### src/rtl/mac_pipe_param.sv
// Three-stage multiply-add pipeline: single-shot A*B+C or saturating
// accumulation of A*B, with selectable signed/unsigned arithmetic.
module mac_pipe_param #(
  parameter int WIDTH     = 8,
  parameter int ACC_GUARD = 4,
  parameter int SIGNED    = 0
) (
  input  logic                           clk,
  input  logic                           reset,
  input  logic                           in_valid,
  input  logic [WIDTH-1:0]               A,
  input  logic [WIDTH-1:0]               B,
  input  logic [WIDTH-1:0]               C,
  input  logic                           mode,
  input  logic                           acc_clear,
  output logic [2*WIDTH+ACC_GUARD-1:0]   DATA_OUT,
  output logic                           out_valid,
  output logic                           overflow
);

  localparam int   PW  = 2 * WIDTH;
  localparam int   AW  = PW + ACC_GUARD;
  localparam logic SGN = (SIGNED != 0) ? 1'b1 : 1'b0;

  function automatic logic [AW-1:0] ext_c(input logic [WIDTH-1:0] x);
    return {{(AW-WIDTH){SGN & x[WIDTH-1]}}, x};
  endfunction

  function automatic logic [AW-1:0] ext_p(input logic [PW-1:0] x);
    return {{ACC_GUARD{SGN & x[PW-1]}}, x};
  endfunction

  // Out of range when the guard bit of the widened sum disagrees with the result.
  function automatic logic sat_detect(input logic [AW:0] s);
    if (SGN) begin
      return s[AW] ^ s[AW-1];
    end else begin
      return s[AW];
    end
  endfunction

  function automatic logic [AW-1:0] sat_clamp(input logic [AW:0] s);
    if (!sat_detect(s)) begin
      return s[AW-1:0];
    end else if (SGN) begin
      return s[AW] ? {1'b1, {(AW-1){1'b0}}} : {1'b0, {(AW-1){1'b1}}};
    end else begin
      return {AW{1'b1}};
    end
  endfunction

  logic             v1_r, m1_r, clr1_r;
  logic [WIDTH-1:0] a1_r, b1_r, c1_r;
  logic             v2_r, m2_r, clr2_r;
  logic [PW-1:0]    p2_r;
  logic [WIDTH-1:0] c2_r;
  logic [AW-1:0]    acc_r;

  logic [PW-1:0]    a_x_s, b_x_s, prod_s;
  logic [AW-1:0]    p_ext_s, c_ext_s, base_s, single_s, clamp_s;
  logic [AW:0]      sum_s;
  logic             sat_s;

  // Stage 1: capture the incoming sample.
  always_ff @(posedge clk) begin
    if (reset) begin
      v1_r   <= 1'b0;
      m1_r   <= 1'b0;
      clr1_r <= 1'b0;
      a1_r   <= {WIDTH{1'b0}};
      b1_r   <= {WIDTH{1'b0}};
      c1_r   <= {WIDTH{1'b0}};
    end else begin
      v1_r   <= in_valid;
      m1_r   <= mode;
      clr1_r <= acc_clear;
      a1_r   <= A;
      b1_r   <= B;
      c1_r   <= C;
    end
  end

  // Multiply on operands pre-extended to the product width; the low PW bits
  // are the exact product in either signedness.
  always_comb begin
    a_x_s  = {{WIDTH{SGN & a1_r[WIDTH-1]}}, a1_r};
    b_x_s  = {{WIDTH{SGN & b1_r[WIDTH-1]}}, b1_r};
    prod_s = a_x_s * b_x_s;
  end

  // Stage 2: register the product alongside the delayed sideband.
  always_ff @(posedge clk) begin
    if (reset) begin
      v2_r   <= 1'b0;
      m2_r   <= 1'b0;
      clr2_r <= 1'b0;
      p2_r   <= {PW{1'b0}};
      c2_r   <= {WIDTH{1'b0}};
    end else begin
      v2_r   <= v1_r;
      m2_r   <= m1_r;
      clr2_r <= clr1_r;
      p2_r   <= prod_s;
      c2_r   <= c1_r;
    end
  end

  // Stage 3 datapath: single-shot sum and saturating accumulate candidate.
  always_comb begin
    p_ext_s  = ext_p(p2_r);
    c_ext_s  = ext_c(c2_r);
    single_s = p_ext_s + c_ext_s;
    if (clr2_r) begin
      base_s = c_ext_s;
    end else begin
      base_s = acc_r;
    end
    sum_s   = {SGN & base_s[AW-1], base_s} + {SGN & p_ext_s[AW-1], p_ext_s};
    sat_s   = sat_detect(sum_s);
    clamp_s = sat_clamp(sum_s);
  end

  // Stage 3: result, accumulator and sticky overflow registers.
  always_ff @(posedge clk) begin
    if (reset) begin
      out_valid <= 1'b0;
      DATA_OUT  <= {AW{1'b0}};
      acc_r     <= {AW{1'b0}};
      overflow  <= 1'b0;
    end else if (v2_r) begin
      out_valid <= 1'b1;
      if (m2_r) begin
        DATA_OUT <= clamp_s;
        acc_r    <= clamp_s;
        if (sat_s) begin
          overflow <= 1'b1;
        end else if (clr2_r) begin
          overflow <= 1'b0;
        end else begin
          overflow <= overflow;
        end
      end else begin
        DATA_OUT <= single_s;
      end
    end else begin
      out_valid <= 1'b0;
    end
  end

endmodule

### config.mk
export PLATFORM = sky130hd
export DESIGN_NAME = mac_pipe_param
export DESIGN_NICKNAME = d
export VERILOG_FILES = /design/src/rtl/mac_pipe_param.sv
export SDC_FILE = /design/constraint.sdc
export NUM_CORES = 1
export LEC_CHECK = 0
export CAP_MARGIN = 20
export CORE_AREA = 5 5 149 151
export CTS_CLUSTER_SIZE = 10
export DETAILED_ROUTE_END_ITERATION = 16
export DIE_AREA = 0 0 154 156
export GPL_TIMING_DRIVEN = 0
export HOLD_SLACK_MARGIN = 0.08
export MAX_ROUTING_LAYER = met4
export PLACE_DENSITY_LB_ADDON = 0.12
export SYNTH_ARGS = -nofsm -noshare
export SYNTH_HDL_FRONTEND = slang
export SYNTH_SLANG_ARGS = --single-unit
### constraint.sdc
create_clock -name clk -period 6.6 [get_ports clk]
set_input_delay 1.65 -clock clk [delete_from_list [all_inputs] [get_ports clk]]
set_output_delay 1.65 -clock clk [all_outputs]
set_load 0.005 [all_outputs]
==> results.sh <==
export IMPL_setup_violations=0
export IMPL_rows=53
export IMPL_grt_first_pass_wirelength_um=29300
export IMPL_grt_ovfl_total=0
export IMPL_hold_violations=0
export IMPL_post_route_min_period_ps=4720
export IMPL_seq_area_frac_synth=0.286
export IMPL_cp_max_fo=8
export IMPL_synth_area_per_cell_um2=8.82
export IMPL_vias=5340
export IMPL_synth_ff_latch_count=96
export IMPL_drive_above_1_share=0.0666
export IMPL_cts_setup_buffers=0
export IMPL_fmax_mhz=212
export IMPL_crit_arrival_ps=4950
export IMPL_path_class="reg -> reg"
export IMPL_fin_hold_ws_ps=441
export IMPL_yosys_cell_types_count=68
export IMPL_wirelength_um=17700
export IMPL_dr_pass1_iters=4
export IMPL_cap_violations=0
export IMPL_first_iter_violations=177
export IMPL_place_port_buffers=49
export IMPL_cts_repair_resized=0
export IMPL_antenna_found_initial=0
export IMPL_die_w_um=154
export IMPL_cellPowerDensity_nw_per_um2=177
export IMPL_fin_skew_ps=17.6
export IMPL_clock_latency_ps=370
export IMPL_core_um2=20700
export IMPL_status="finished, final reports clean"
export IMPL_clk_pin_slew_worst_paths_ps=70
export IMPL_route_detailed_drc=0
export IMPL_worstSetupEndpointType="flip-flop"
export IMPL_ys_flop_type="dfxtp_1"
export IMPL_areaGrowthSynthToFinish_pct=16.7
export IMPL_nets=948
export IMPL_place_inst=1085
export IMPL_worst_pin_slew_ps=779
export IMPL_io_pins=51
export IMPL_rsz0062_at_grt="no"
export IMPL_synth_warnings=0
export IMPL_synth_edf_count=0
export IMPL_gp_congestion=0.887
export IMPL_clk_path_buf_depth=2
export IMPL_routed_via_density=4.85
export IMPL_nFillCells=2141
export IMPL_start_util=0.324
export IMPL_dieArea_um2=24000
export IMPL_tns_ps=0
export IMPL_fp_dieH_um=156
export IMPL_cts_hold_buf=0
export IMPL_syn_area_um2=6710
export IMPL_track_usage=0.158
export IMPL_netlist_instances=761
export IMPL_ir_drop_mv=0.118
export IMPL_cts_buffers=9
export IMPL_worstSetupStartpointType="flip-flop"
export IMPL_diodes=0
export IMPL_dp_hpwl_um=14000
export IMPL_grt_max_degree=19
export IMPL_ys_async_sr_fraction=0
export IMPL_grt_pass1_vias=5573
export IMPL_htreeDepth=3
export IMPL_final_antenna_net_count=0
export IMPL_slew_headroom=0.480
export IMPL_fin_crit_sh=0.715
export IMPL_report_final_slew_viol_count=0
export IMPL_cts_tree="done"
export IMPL_numClockSinks=96
export IMPL_p_leak_uw=0.00338
export IMPL_cts_root_buf="clkbuf_16"
export IMPL_synth_fp_nets=888
export IMPL_hold_class="reg -> reg"
export IMPL_wire_per_inst_um=16.1
export IMPL_final_cells=1101
export IMPL_worstPathRequired_ps=6830
==> sequential cells by signal, indices dropped and copies added (netlist names), 8 cells and up <==
name	count
acc_r	20
c2_r	8
a1_r	8
p2_r	16
b1_r	8
c1_r	8
DATA_OUT	20
==> per-layer routing <==
metal  part of all wire  track usage  vias to the layer above
met5                  0            -                        -
met3              0.034       0.0291                       23
met4              0.023       0.0534                        0
li1                   -            -                     2677
met1               0.46        0.195                     2530
met2               0.48        0.260                      110
==> stage by stage <==
stage          worst slack, ps  power, µW  utilization  instance area, µm²
4_1_cts                   1830       1410        0.379                7830
3_5_place_dp              1840        879        0.365                7550
3_3_place_gp              1910        876        0.365                7550
2_1_floorplan             2390        797            -                6710
6_report                  1880       1390        0.379                7830
5_1_grt                   1510       1470        0.379                7830
==> power by group <==
| part | switching (µW) | total, µW | internal [µW] |
|---|---|---|---|
| Sequential | 28.4 | 633 | 605 |
| Clock | 260 | 524 | 264 |
| Combinational | 124 | 228 | 104 |
==> critical path, cell delays in order, from the launching register on <==
cell and delay (ps):
dfxtp_1 490, nand2_1 120, fa_1 490, fa_1 540, inv_1 50, fa_1 530
inv_1 50, fa_1 520, inv_1 40, ha_1 330, o21ai_0 250, a21oi_1 90
o41ai_1 580, o21ai_0 240, xnor2_1 200, nor2_1 70
==> path summary, 6_finish.rpt <==
path           start  endpoint  slack, ps  depth (start not counted)
max          b1_r[6]  p2_r[15]       1880                         15
min          c1_r[7]   c2_r[7]        440                          1
max reg2reg  b1_r[6]  p2_r[15]       1880                         15
min reg2reg  c1_r[7]   c2_r[7]        440                          1
==> synthesized netlist by cell type (all sizes together) (5+ instances only) <==
cell	number	area [µm²]
nor3	29	176
o21ai	32	164
inv	71	267
a31oi	7	43.8
a21oi	43	238
a21o	8	60.1
nand2	48	185
nor2	59	224
and2	51	319
xor2	20	175
buf	12	61.3
nor2b	55	347
clkbuf	17	63.8
xnor2	18	158
nor4	5	37.5
o22ai	5	31.3
nand4	7	43.8
nand3	6	30.0
nand2b	13	81.3
ha	60	751
dfxtp	96	1920
a211oi	8	65.1
fa	38	761
mux2	7	78.8
==> layout make-up <==
class	count	area [µm²]	share of cell area
flip-flops and latches	96	1920	0.245
well taps	275	344	0.0439
repair buffers	49	490	0.0626
multi-input cells	565	4400	0.562
plain buffers	29	125	0.0160
clock buffers	9	225	0.0288
clock inverters	7	61.3	0.00783
inverters	71	267	0.0340
==> placed cells by master (no fill, tap or decap), types with 3 or more instances in the layout <==
cell type	n
xor2_1	20
a21oi_1	39
o21a_1	3
a211oi_1	7
nor3_2	4
o211ai_1	4
buf_1	4
nor2b_1	54
nand2b_1	13
xnor2_1	18
clkbuf_16	9
clkbuf_1	17
a21o_1	8
buf_2	7
a211o_1	3
nor2_1	58
nand4_1	7
fa_1	38
o22ai_1	5
clkdlybuf4s50_1	49
nand3_1	6
mux2_2	7
inv_1	71
o21bai_1	3
a31oi_1	7
dfxtp_1	96
a21oi_2	3
nand2_1	46
nor4_1	4
ha_1	60
o21ai_0	26
and2_1	51
nor3_1	24
o21ai_1	5
==> cell families after synthesis <==
logic type,Yosys count,share of synthesized area
fa+ha+maj,98,0.225
compound gates,136,0.136
simple gates,285,0.231
mux,8,0.0132
xor+xnor,38,0.0496
buf+inv,100,0.0584
flops,96,0.286
Note: power is estimated with default switching activity, not from simulation.
